`config.mk`:
```
export PLATFORM = sky130hd
export DESIGN_NAME = csr_exec
export DESIGN_NICKNAME = d
export VERILOG_FILES = /design/src/rtl/csr_exec.sv
export SDC_FILE = /design/constraint.sdc
export NUM_CORES = 1
export LEC_CHECK = 0
export CORE_ASPECT_RATIO = 0.6
export CORE_MARGIN = 5
export CORE_UTILIZATION = 29
export CTS_CLUSTER_SIZE = 24
export DETAILED_ROUTE_END_ITERATION = 7
export PLACE_DENSITY_LB_ADDON = 0.1
export SETUP_SLACK_MARGIN = 0.1
export SLEW_MARGIN = 0
export SYNTH_ARGS = -nofsm -noshare
export SYNTH_HDL_FRONTEND = slang
export SYNTH_SLANG_ARGS = --single-unit
```
`constraint.sdc`:
```
create_clock -name clock -period 4.12 [get_ports clock]
set_input_delay 0.618 -clock clock [delete_from_list [all_inputs] [get_ports clock]]
set_output_delay 0.618 -clock clock [all_outputs]
set_load 0.01 [all_outputs]
```
`src/rtl/csr_exec.sv`:
```
// Zicsr execution sequencer: reads a CSR, computes the RW/RS/RC update, strobes
// the write, and returns the old value for rd. Optional macro: CSR_EXEC_RO_CHECK_EN.
module csr_exec #(
  parameter int XLEN = 32
) (
  input  logic            clock,
  input  logic            reset,
  input  logic            req_valid,
  output logic            req_ready,
  input  logic [2:0]      req_funct3,
  input  logic [11:0]     req_addr,
  input  logic [XLEN-1:0] req_rs1_val,
  input  logic [4:0]      req_rs1_idx,
  input  logic [4:0]      req_rd_idx,
  output logic            resp_valid,
  input  logic            resp_ready,
  output logic [4:0]      resp_rd_idx,
  output logic            resp_rd_wen,
  output logic [XLEN-1:0] resp_rdata,
  output logic            resp_illegal,
  output logic [11:0]     csr_addr,
  input  logic [XLEN-1:0] csr_rdata,
  output logic            csr_wen,
  output logic [XLEN-1:0] csr_wdata
);

  // state | meaning
  // IDLE  | waiting for a request, req_ready high
  // READ  | CSR file addressed, old value and update computed
  // WRITE | single-cycle write strobe to the CSR file
  // RESP  | old value presented until resp_ready
  typedef enum logic [1:0] {IDLE, READ, WRITE, RESP} state_t;

  state_t state, state_nxt;

  // funct3[2] only selects the operand source, so just the op bits are kept.
  logic [1:0]      op_q;
  logic [11:0]     addr_q;
  logic [4:0]      rd_idx_q;
  logic [XLEN-1:0] operand_q;
  logic            src_zero_q;
  logic [XLEN-1:0] old_val_q;
  logic [XLEN-1:0] new_val_q;
  logic            illegal_q;

  logic [XLEN-1:0] new_val;
  logic            rsvd;
  logic            do_write;
  logic            ro_fault;
  logic            write_ok;

  always_comb begin
    rsvd     = (op_q == 2'b00);
    do_write = ~rsvd & ((op_q == 2'b01) | ~src_zero_q);
    case (op_q)
      2'b01:   new_val = operand_q;
      2'b10:   new_val = csr_rdata | operand_q;
      2'b11:   new_val = csr_rdata & ~operand_q;
      default: new_val = csr_rdata;
    endcase
`ifdef CSR_EXEC_RO_CHECK_EN
    ro_fault = do_write & (addr_q[11:10] == 2'b11);
`else
    ro_fault = 1'b0;
`endif
    write_ok = do_write & ~ro_fault;
  end

  always_ff @(posedge clock or posedge reset) begin
    if (reset) begin
      state <= IDLE;
    end else begin
      state <= state_nxt;
    end
  end

  always_comb begin
    state_nxt = state;
    case (state)
      IDLE:    if (req_valid) state_nxt = READ;
      READ:    state_nxt = write_ok ? WRITE : RESP;
      WRITE:   state_nxt = RESP;
      RESP:    if (resp_ready) state_nxt = IDLE;
      default: state_nxt = IDLE;
    endcase
  end

  always_ff @(posedge clock or posedge reset) begin
    if (reset) begin
      op_q       <= '0;
      addr_q     <= '0;
      rd_idx_q   <= '0;
      operand_q  <= '0;
      src_zero_q <= 1'b0;
      old_val_q  <= '0;
      new_val_q  <= '0;
      illegal_q  <= 1'b0;
    end else begin
      if (state == IDLE && req_valid) begin
        op_q       <= req_funct3[1:0];
        addr_q     <= req_addr;
        rd_idx_q   <= req_rd_idx;
        operand_q  <= req_funct3[2] ? {{(XLEN-5){1'b0}}, req_rs1_idx} : req_rs1_val;
        src_zero_q <= (req_rs1_idx == 5'd0);
      end
      if (state == READ) begin
        old_val_q <= csr_rdata;
        new_val_q <= new_val;
        illegal_q <= rsvd | ro_fault;
      end
    end
  end

  always_comb begin
    req_ready    = (state == IDLE);
    resp_valid   = (state == RESP);
    csr_wen      = (state == WRITE);
    resp_rd_wen  = (state == RESP) & (rd_idx_q != 5'd0) & ~illegal_q;
    resp_rd_idx  = rd_idx_q;
    resp_rdata   = old_val_q;
    resp_illegal = illegal_q;
    csr_addr     = addr_q;
    csr_wdata    = new_val_q;
  end

endmodule

```
==> After elaboration in Yosys (flattened, before gate mapping) <==
Cells that the tools add are included.
{ "word_totals": {"in_bits": 93, "out_inout_bits": 86, "ff_bits": 119, "wordCells": 39} }
{ "op_classes": {"n_bitwise": 10, "reduce_logical": 6, "eq_ne": 8, "n_mux": 6} }
{ "ops": {"columns": ["op", "n"], "rows": [
  ["32-bit case mux with 3 select lines", 1],
  ["32-bit bitwise AND", 1],
  ["32-bit two-way mux", 1],
  ["32-bit inverter", 1],
  ["32-bit OR", 1],
  ["2-bit equality test, second input constant", 4],
  ["2-bit case mux with 4 select lines", 1],
  ["5-bit zero test", 1],
  ["5-bit nonzero test", 1],
  ["2-bit by 1-bit equality test with 1-bit output, second input constant", 2],
  ["2-bit zero test", 2],
  ["2-bit two-way mux", 2],
  ["1-bit bitwise AND", 3],
  ["1-bit inverter", 3],
  ["2-bit by 1-bit inequality test with 1-bit output, second input constant", 1],
  ["2-bit inequality test, second input constant", 1],
  ["2-bit AND reduction", 1],
  ["1-bit logical AND", 1],
  ["1-bit two-way mux", 1],
  ["1-bit OR", 1]
]} }

==> Depth between registers and ports, before layout <==
{ "depth": {"ltp_word": 5, "ltp_mapped": 7, "ltp_nobuf": 5} }

==> Worst setup path after synthesis <==
Ideal clock, no wire load.
{ "synth_timing": {"path_kind": "reg-to-output", "from": "reg rd_idx_q[0], in the netlist resp_rd_idx[0]", "to": "out resp_rd_wen", "path_buffers": 0, "path_stages_with_launch": 4, "required_ns": 3.502, "setup_slack_ns": 2.431, "arrival_ns": 1.071, "path_cell_list": "dfrtp_1 or4_1 nor2_1 nor3b_1"} }
{ "synth_between": {"elab_chain_len": 3} }
{ "synth_lines": {"columns": ["item", "line", "source"], "rows": [
  ["start, declared", "39", "logic [4:0] rd_idx_q;"],
  ["start signal, assigned", "102", "rd_idx_q <= req_rd_idx;"],
  ["5-bit nonzero test", "118", "resp_rd_wen = (state == RESP) & (rd_idx_q != 5'd0) & ~illegal_q;"],
  ["1-bit bitwise AND (2 in series)", "118", null],
  ["end, declared", "18", "output logic resp_rd_wen,"]
]} }
Every way passes these cells.

==> Worst setup path in the final report <==
Ends and elaborated chain as after synthesis.

==> impl_metrics.ini <==
[clock_network]
clock_path_buffers = 2
cts_tree = built
cts_setup_buffers = 0
post_cts_resized = 0
cts-root-buf = clkbuf_16
cts_inserted_buffers = 17
cts_sinks = 119
worstSkewPairLatency_ns = 0.41
cts_hold_buf = 0
htreeDepth = 4
path_clk_slew_ns = 0.06

[drt]
dr.pass1.iters = 4
drc = 0
first_iter_violations = 224
ant_nets = 0
vias = 4076
wl_per_cell_um = 17.2
routed_wl_mm = 15.1
vias_per_cell = 4.63

[die]
core_um2 = 18100
start_util_pct = 29.6
fp.dieW_um = 185
die-area_um2 = 21400
num_rows = 38
die_y_um = 115
io_pins = 179

[synthesis]
synth_common_cells = 119 x dfrtp_1, 53 x a21oi_1, 53 x mux2_2
syn-instance-count = 459
synth_edf_count = 0
synth_warnings = 0
yosysTopAreaCellShare_pct = 55.6
synth_top_area_cell = dfrtp_1
yosys.cell_types.count = 31
synth_area_um2 = 5360
yosysMostFrequentCell = dfrtp_1
synth_seq_cells = 119
synth_top_cells_by_area = dfrtp_1 56%, mux2_2 11%, a21oi_1 4.9%
async_flop_share_pct = 100
ys.flop_type = dfrtp_1
ys_seq_area_share_pct = 55.6
synth_nets = 556
postSynthAreaPerCell_um2 = 11.7

[global_route]
grt-ovfl-total = 0
antenna_found_initial = 1
grt_pass1_wl_mm = 23.8
grt_max_degree = 73
grt_util_all_layers_pct = 14.5
grt_pass1_vias = 4290

[place]
port_buffers = 178
placed_cell_area_um2 = 7300
place_hpwl_mm = 10.4
place.gp.congestion = 0.704

[status]
status = finished, final reports clean

[cells_and_area]
fillers = 1700
final_nets = 724
utilization_pct = 43.4
syn_to_final_growth_pct = 46.8
final_cell_area_um2 = 7870
drive_gt1_share_pct = 17.5

[worst_setup_path]
crit_chain = or4_1 > nor2_1 > nor3b_1 > clkdlybuf4s50_1
crit_fanout = 3
worstPathRequired_ns = 3.50
cp_slowest_cell = or4_1
critPathMaxStageDelay_ns = 0.51
critPathLaunchType = flop
crit_arrival_ns = 1.93
cp-end-kind = output pin
path_delay_family = simple AND/OR/NAND/NOR gates
cp.buffers_inverters = 1
critPathKind = flop to output pin

[timing]
final.min_clock_period_ns = 2.55
fin_skew_ns = 0.00916
fmax_mhz = 392
hold_viol = 0
worst_pin_slew_ns = 1.27
drv_slew = 0
hold_slack_ns = 0.488
grt_setup_unrepaired = no
finalSetupViolCount = 0
tns_ns = 0
slew_headroom_pct = 15.3
fin_crit_sh_pct = 61.9

[hold_path]
min_path_type = flop to flop

[power]
p_clk_share_pct = 22.3
switching_power_mw = 2.27
total_leakage_power_nw = 3.23
p_per_area_nw_per_um2 = 815
p_comb_share_pct = 44.3
internal-power_mw = 4.14
ir_drop_mv = 0.342
power_frac_seq_pct = 33.4
swShare_pct = 35.4

[run]
cap_violations = 0
[path summary, 6_finish.rpt]
| path | start | slack [ns] | end | cells past startpoint |
|---|---|---|---|---|
| setup / recovery | resp_rd_idx[0]$_DFFE_PP0P_ | 1.57 | resp_rd_wen | 4 |
| hold / removal | csr_wdata[30]$_DFFE_PP0N_ | 0.49 | csr_wdata[30]$_DFFE_PP0N_ | 2 |
| setup reg to reg | state[0]$_DFFE_PP0P_ | 1.79 | operand_q[24]$_DFFE_PP0P_ | 5 |
| hold reg to reg | csr_wdata[30]$_DFFE_PP0N_ | 0.49 | csr_wdata[30]$_DFFE_PP0N_ | 2 |
| max in group asynchronous | reset | 2.45 | operand_q[10]$_DFFE_PP0P_ | 3 |
| min in group asynchronous | reset | 0.73 | csr_addr[2]$_DFFE_PP0P_ | 2 |
[cells by family after synthesis]
| group | synth area share, % |
|---|---|
| compound gates | 16.0 |
| flops | 55.6 |
| simple gates | 7.54 |
| mux | 12.3 |
| buf+inv | 4.09 |
| xor+xnor | 3.60 |
| fa+ha+maj | 0.934 |
[cells in the final DEF (no fill, tap or decap), types with 3 or more instances in the layout]
cell type,netlist,layout
dfrtp_1,119,119
inv_1,5,4
mux2_2,53,53
o31ai_2,8,8
o2bb2ai_2,8,8
a21oi_1,53,53
o31ai_1,3,3
nand2_1,45,44
clkinvlp_4,0,7
nand2b_1,28,28
mux2i_1,6,6
clkdlybuf4s50_1,0,178
xor2_1,22,22
o22ai_1,22,22
buf_4,3,5
ha_1,4,3
clkbuf_16,0,17
o21ai_0,34,34
[per-stage QoR]
| step | worst slack [ns] | power [mW] | std cells |
|---|---|---|---|
| floorplan | 0.345 | 3.78 | 459 |
| global placement | 1.55 | 4.99 | 848 |
| detailed placement | 1.47 | 5.05 | 848 |
| CTS | 1.54 | 6.52 | 880 |
| global route | 1.42 | 6.88 | 880 |
| finish | 1.57 | 6.41 | 881 |
[worst register-to-register path, stage by stage, from the launching register on]
cell     delay [ns]
dfrtp_1        0.42
inv_1          0.11
ha_1           0.29
nand2_2        0.75
buf_4          0.46
o21ai_0        0.17
[power by group through the flow]
| stage | combinational, mW | sequential [mW] | clock (mW) |
|---|---|---|---|
| 6_report | 2.84 | 2.14 | 1.43 |
| 5_1_grt | 3.13 | 2.23 | 1.52 |
| 4_1_cts | 2.90 | 2.15 | 1.47 |
| 3_5_place_dp | 2.89 | 2.17 | 0 |
| 3_3_place_gp | 2.84 | 2.14 | 0 |
| 2_1_floorplan | 1.50 | 2.29 | 0 |
[state kept, by name, summed over array words and instances (netlist names)]
name,cells
src_zero_q,1
csr_addr,12
resp_rdata,32
csr_wdata,32
op_q,2
resp_illegal,1
operand_q,32
state,2
resp_rd_idx,5
[metal layers]
layer	track usage, %	up-vias	routed length, µm
met5	0	-	11
met4	4.79	2	178
met3	6.45	17	1720
met2	20.3	156	6210
met1	20.1	1930	7030
li1	-	1971	-
[final cells by class]
cell class	count	area [µm²]	area share, %
Antenna cell	1	2.50	0.0318
Inverter	5	21.3	0.270
Clock inverter	14	128	1.62
Tap cell	240	300	3.82
Clock buffer	18	439	5.58
Sequential cell	119	2980	37.9
Multi-Input combinational cell	301	2180	27.7
Timing Repair Buffer	183	1820	23.1
No activity file was read; power rests on OpenSTA's default activity.
